$ cat src/rtl/mac_pkg.sv
// Shared constants for the dual-dataflow MAC tile: instruction bit positions,
// mode encodings, weight-load state and accumulator clamp limits.
package mac_pkg;

  localparam int INST_LOAD  = 0;
  localparam int INST_EXEC  = 1;
  localparam int INST_FLUSH = 2;

  localparam logic MODE_WS = 1'b0;
  localparam logic MODE_OS = 1'b1;

  // LD_READY means the tile will capture the next kernel-load command.
  typedef enum logic {
    LD_READY = 1'b0,
    LD_HELD  = 1'b1
  } ld_state_t;

  function automatic longint psum_max(input int w);
    return (longint'(1) <<< (w - 1)) - longint'(1);
  endfunction

  function automatic longint psum_min(input int w);
    return -(longint'(1) <<< (w - 1));
  endfunction

endpackage

$ cat src/rtl/mac_sat.sv
// Combinational multiply-accumulate: out = c + zext(a) * b, with optional
// clamping to the signed psum_bw range instead of modular wrap.
module mac_sat
  import mac_pkg::*;
#(
  parameter int bw      = 4,
  parameter int psum_bw = 16,
  parameter int SAT     = 1
) (
  input  logic signed [psum_bw-1:0] c,
  input  logic        [bw-1:0]      a,
  input  logic signed [bw-1:0]      b,
  output logic signed [psum_bw-1:0] out
);

  localparam logic signed [psum_bw-1:0] P_MAX = psum_bw'(psum_max(psum_bw));
  localparam logic signed [psum_bw-1:0] P_MIN = psum_bw'(psum_min(psum_bw));

  logic signed [2*bw:0]    w_a_ext;
  logic signed [2*bw:0]    w_b_ext;
  logic signed [2*bw:0]    w_prod;
  logic signed [psum_bw:0] w_prod_ext;
  logic signed [psum_bw:0] w_c_ext;
  logic signed [psum_bw:0] w_sum;
  logic                    w_ovf;

  // Operands are widened to the product width first so the exact product fits.
  assign w_a_ext    = {{bw{1'b0}}, a};
  assign w_b_ext    = {{(bw + 1){b[bw-1]}}, b};
  assign w_prod     = w_a_ext * w_b_ext;
  assign w_prod_ext = {{(psum_bw - 2*bw){w_prod[2*bw]}}, w_prod};
  assign w_c_ext    = {c[psum_bw-1], c};
  assign w_sum      = w_c_ext + w_prod_ext;
  assign w_ovf      = w_sum[psum_bw] ^ w_sum[psum_bw-1];

  always_comb begin
    out = w_sum[psum_bw-1:0];
    if ((SAT != 0) && w_ovf) begin
      out = w_sum[psum_bw] ? P_MIN : P_MAX;
    end
  end

endmodule

$ cat src/rtl/mac_tile_dual.sv
// Systolic PE supporting weight-stationary and output-stationary dataflow.
// Activations and instructions move east; psums, weights and drained results move south.
module mac_tile_dual
  import mac_pkg::*;
#(
  parameter int bw      = 4,
  parameter int psum_bw = 16,
  parameter int SAT     = 1
) (
  input  logic               clk,
  input  logic               reset,
  input  logic               mode,
  input  logic [bw-1:0]      in_w,
  output logic [bw-1:0]      out_e,
  input  logic [2:0]         inst_w,
  output logic [2:0]         inst_e,
  input  logic [psum_bw-1:0] in_n,
  input  logic               valid_n,
  output logic [psum_bw-1:0] out_s,
  output logic               valid_s,
  output logic               o_dbg_load_ready,
  output logic               o_dbg_mode_q,
  output logic [bw-1:0]      o_dbg_b_q,
  output logic [psum_bw-1:0] o_dbg_acc
);

  ld_state_t          r_ld_state;
  ld_state_t          w_ld_next;
  logic               w_load_fire;
  logic               r_mode_q;
  logic [bw-1:0]      r_out_e;
  logic [2:0]         r_inst_e;
  logic [psum_bw-1:0] r_out_s;
  logic               r_valid_s;
  logic [psum_bw-1:0] r_acc;
  logic [bw-1:0]      r_b_q;

  logic               w_is_os;
  logic               w_idle;
  logic [psum_bw-1:0] w_mac_c;
  logic [bw-1:0]      w_mac_b;
  logic [psum_bw-1:0] w_mac_out;
  logic [psum_bw-1:0] w_weight_sext;

  assign w_is_os       = (r_mode_q == MODE_OS);
  assign w_idle        = (inst_w == 3'b000);
  assign w_weight_sext = {{(psum_bw - bw){in_n[bw-1]}}, in_n[bw-1:0]};

  // One MAC serves both dataflows: OS accumulates locally with the weight
  // arriving from the north, WS adds the north psum using the held weight.
  assign w_mac_c = w_is_os ? r_acc : in_n;
  assign w_mac_b = w_is_os ? in_n[bw-1:0] : r_b_q;

  mac_sat #(
    .bw      (bw),
    .psum_bw (psum_bw),
    .SAT     (SAT)
  ) u_mac (
    .c   (w_mac_c),
    .a   (in_w),
    .b   (w_mac_b),
    .out (w_mac_out)
  );

  always_ff @(posedge clk or negedge reset) begin
    if (!reset) begin
      r_ld_state <= LD_READY;
    end else begin
      r_ld_state <= w_ld_next;
    end
  end

  // A flush in the same cycle as a load leaves the tile ready again.
  always_comb begin
    w_ld_next   = r_ld_state;
    w_load_fire = 1'b0;
    if (!w_is_os) begin
      if ((r_ld_state == LD_READY) && inst_w[INST_LOAD]) begin
        w_ld_next   = LD_HELD;
        w_load_fire = 1'b1;
      end
      if (inst_w[INST_FLUSH]) begin
        w_ld_next = LD_READY;
      end
    end
  end

  // valid_s has no ready partner: the drain chain cannot stall, so a result
  // is presented for exactly one cycle and the next tile must take it then.
  always_ff @(posedge clk or negedge reset) begin
    if (!reset) begin
      r_mode_q  <= MODE_WS;
      r_out_e   <= '0;
      r_inst_e  <= '0;
      r_out_s   <= '0;
      r_valid_s <= 1'b0;
      r_acc     <= '0;
      r_b_q     <= '0;
    end else begin
      if (w_idle) begin
        r_mode_q <= mode;
      end
      if (!w_idle) begin
        r_out_e <= in_w;
      end
      r_inst_e[INST_EXEC]  <= inst_w[INST_EXEC];
      r_inst_e[INST_FLUSH] <= inst_w[INST_FLUSH];
      r_inst_e[INST_LOAD]  <= w_load_fire ? 1'b0 : inst_w[INST_LOAD];
      if (w_load_fire) begin
        r_b_q <= in_w;
      end
      if (!w_is_os) begin
        r_valid_s <= 1'b0;
        if (inst_w[INST_EXEC]) begin
          r_out_s <= w_mac_out;
        end
      end else if (inst_w[INST_FLUSH]) begin
        r_out_s   <= r_acc;
        r_valid_s <= 1'b1;
        r_acc     <= '0;
      end else if (inst_w[INST_EXEC]) begin
        r_acc     <= w_mac_out;
        r_out_s   <= w_weight_sext;
        r_valid_s <= 1'b0;
      end else if (valid_n) begin
        r_out_s   <= in_n;
        r_valid_s <= 1'b1;
      end else begin
        r_valid_s <= 1'b0;
      end
    end
  end

  assign out_e            = r_out_e;
  assign inst_e           = r_inst_e;
  assign out_s            = r_out_s;
  assign valid_s          = r_valid_s && w_is_os;
  assign o_dbg_load_ready = (r_ld_state == LD_READY);
  assign o_dbg_mode_q     = r_mode_q;
  assign o_dbg_b_q        = r_b_q;
  assign o_dbg_acc        = r_acc;

endmodule

$ cat config.mk
export PLATFORM = sky130hd
export DESIGN_NAME = mac_tile_dual
export DESIGN_NICKNAME = d
export VERILOG_FILES = /design/src/rtl/mac_pkg.sv /design/src/rtl/mac_sat.sv /design/src/rtl/mac_tile_dual.sv
export SDC_FILE = /design/constraint.sdc
export NUM_CORES = 1
export LEC_CHECK = 0
export ABC_AREA = 1
export CORE_MARGIN = 3
export CORE_UTILIZATION = 49
export CTS_BUF_LIST = sky130_fd_sc_hd__clkbuf_4 sky130_fd_sc_hd__clkbuf_8 sky130_fd_sc_hd__clkbuf_16
export DETAILED_ROUTE_END_ITERATION = 10
export PLACE_DENSITY_LB_ADDON = 0.15
export SYNTH_ARGS = -nofsm -noshare
export SYNTH_HDL_FRONTEND = slang
export SYNTH_HIERARCHICAL = 1
export SYNTH_SLANG_ARGS = --single-unit
export TNS_END_PERCENT = 10
$ cat constraint.sdc
create_clock -name clk -period 5 [get_ports clk]
set_input_delay 1 -clock clk [delete_from_list [all_inputs] [get_ports clk]]
set_output_delay 1 -clock clk [all_outputs]
set_load 0.02 [all_outputs]
==> results.py <==
metrics = {
    "cts": {
        "numCtsBuffers": 5,
        "clock-root-buffer": "clkbuf_8",
        "cts_tree": "done",
        "clockBufferDepth": 2,
        "clock-sinks": 46,
        "cts_hold_buf": 0,
        "clk-insertion-delay-late_ns": 0.31,
        "clkTransAtPathRegs_ns": 0.09,
        "cts.htree.levels": 2,
    },
    "layout": {
        "instances_no_fill": 786,
        "area_growth_syn_to_layout_pct": 28.4,
        "drive_gt1_share_pct": 12.1,
        "mostFrequentLayoutCell": "nand2_1",
        "mostFrequentLayoutCells": "186 x nand2_1, 86 x inv_1, 67 x clkdlybuf4s50_1, 46 x dfrtp_1, 44 x nor2_1",
        "diodes": 0,
        "fin_util_pct": 66.7,
        "design_area_um2": 5310,
        "final_nets": 762,
    },
    "route": {
        "dr.pass1.iters": 4,
        "drcViolationCount": 0,
        "avgRoutedWirePerCell_um": 14.6,
        "routed-via-count": 4123,
        "drt_iter0_drc": 243,
        "wl_um": 11500,
        "viasPerCell": 5.25,
        "ant_nets": 0,
    },
    "grt": {
        "grt_overflow_total": 0,
        "grt_pass1_wl_um": 19200,
        "grt_max_degree": 47,
        "track_usage_pct": 24.2,
        "antenna_found_initial": 0,
        "grt_pass1_vias": 4066,
    },
    "setup_path": {
        "timing.rr.end": "out_s[3]",
        "worstPathMaxFanout": 7,
        "r2r-start": "o_dbg_mode_q",
        "crit_arrival_ns": 4.96,
        "critPathKind": "in2reg",
        "crit_path_start_kind": "input pin",
        "required_ns": 5.25,
        "end_kind": "flip-flop",
        "reg2reg_slack_ns": 0.61,
        "rr_worst_depth": 24,
    },
    "place": {
        "dp_slack_ns": -0.435,
        "place.gp.congestion": 0.869,
        "place_inst": 775,
        "port-buffer-count": 72,
        "dpl_cell_area_um2": 5040,
        "dpl.hpwl_um": 8430,
    },
    "yosys": {
        "synth-seq-area-share_pct": 27.8,
        "synth.avg_cell_area_um2": 6.97,
        "ys_ff_latch": 46,
        "syn_nets": 673,
        "synth_top_area_share_pct": 27.8,
        "yosysTopAreaCell": "dfrtp_1",
        "yosys.cell_types.count": 32,
        "synth_area_um2": 4140,
        "syn_inst": 594,
        "synthTopCellsByArea": "dfrtp_1 28%, nand2_1 18%, ha_1 12%",
        "ys_warn_count": 6,
    },
    "sta": {
        "clock.fmax_mhz": 212,
        "worstMarginPinSlew_ns": 1.09,
        "layout_min_cycle_time_ns": 4.71,
        "setup_viol": 0,
        "drv_slew": 0,
        "rsz0062_at_grt": "false",
        "skew_ns": 0.0108,
        "relSlewSlack_pct": 27.1,
        "hold_viol": 0,
        "fin_crit_sh_pct": 94.1,
        "setup_ws_ns": 0.293,
        "holdWs_ns": 0.490,
    },
    "min_path": {
        "min_path_type": "reg2reg",
        "min-delay-start": "out_s[4]",
        "hold-path-cell-count": 2,
        "hold_path_end": "out_s[4]",
    },
    "floorplanning": {
        "num_rows": 32,
        "initial_core_util_pct": 51.9,
        "dieWidth_um": 97.9,
        "die_h_um": 97.9,
        "dieArea_um2": 9580,
        "core_area_um2": 7970,
        "io_pins": 73,
    },
    "pwr": {
        "p_leak_uw": 0.00298,
        "pwr_density_cell_nw_per_um2": 626,
        "max-vdd-ir-drop_mv": 0.319,
    },
    "job": {
        "maxCapViolCount": 0,
    },
    "status": {
        "status": "completed",
    },
}
worst max-delay path, stage by stage:
cell,delay (ns)
clkdlybuf4s50_1,0.57
nand2_1,0.11
fa_1,0.55
fa_1,0.45
fa_1,0.54
inv_1,0.07
fa_2,0.38
nand2_1,0.09
nand2_1,0.08
nand3_2,0.07
nand2_2,0.07
nand2_4,0.10
nand2_2,0.07
nand2_4,0.13
buf_12,0.11
nand4_4,0.16
nand2_2,0.14
nand2_1,0.06
nand3_1,0.08
nand2_1,0.06
nand2_1,0.06
flip-flops by register name, summed over array words and instances, names as in the netlist:
register / count
inst_e: 3
o_dbg_acc: 16
o_dbg_b_q: 4
o_dbg_mode_q: 1
out_e: 4
out_s: 16
r_ld_state: 1
r_valid_s: 1
report_power, final:
part           switching (uW)  internal [uW]
Combinational            1460            997
Sequential                105            510
Clock                     148            100
Total                    1720           1610
cells in the mapped netlist, drive strengths merged:
library cell,number
a21oi,29
a22oi,1
and2,1
and3,1
buf,20
clkbuf,2
clkinv,1
dfrtp,46
fa,12
ha,40
inv,90
nand2,206
nand3,40
nand4,1
nor2,47
nor3,1
o21ai,40
o21bai,2
or2,5
xnor2,2
xor2,7
stage by stage:
step / setup TNS (ns) / power [uW]
5_1_grt: 0 / 3650
3_3_place_gp: -8.71 / 2790
4_1_cts: 0 / 3230
6_report: 0 / 3320
3_5_place_dp: -11.02 / 2850
2_1_floorplan: 0 / 2090
final cells by class:
type / instances / area [um^2]
clock buffer: 5 / 68.8
clock inverter: 3 / 23.8
fill: 728 / 2660
inverter: 91 / 342
multi-input combinational: 437 / 2640
sequential: 46 / 1150
tap: 102 / 128
timing repair buffer: 102 / 960
timing repair:
action | in CTS | in global routing
pin swaps | 6 | 18
gates resized for setup | 14 | 23
cloned | 2 | 0
setup endpoints to repair | 19 | 32
buffers inserted | 0 | 1
layer usage:
metal	vias up	part of all wire, %	GRT usage [%]
met2	153	51	42.8
li1	2025	-	-
met3	24	5.9	3.07
met1	1921	41	30.7
met4	0	2.4	7.24
met5	-	0	0
worst max-delay path by stage:
stage / startpoint / end / cells past startpoint
after detailed placement: in_n[3] / out_s[4] / 25
after global placement: in_n[3] / out_s[4] / 25
after floorplan: in_n[3] / out_s[10] / 24
after CTS: in_n[2] / out_s[4] / 25
final: in_w[3] / out_s[3] / 21
after global routing: in_n[3] / out_s[13] / 27
cells by family (layout without fill, tap and decap cells):
family	Yosys count	after routing	share of synthesized area, %
DFF	46	46	27.8
adders and majority gates	52	52	17.9
AOI/OAI and AO/OA	72	72	8.98
and+or+nand+nor	302	304	31.2
xor gates and xnor gates	9	9	1.91
buffers and inverters	113	201	12.2
No activity file was read; power rests on OpenSTA's default activity.
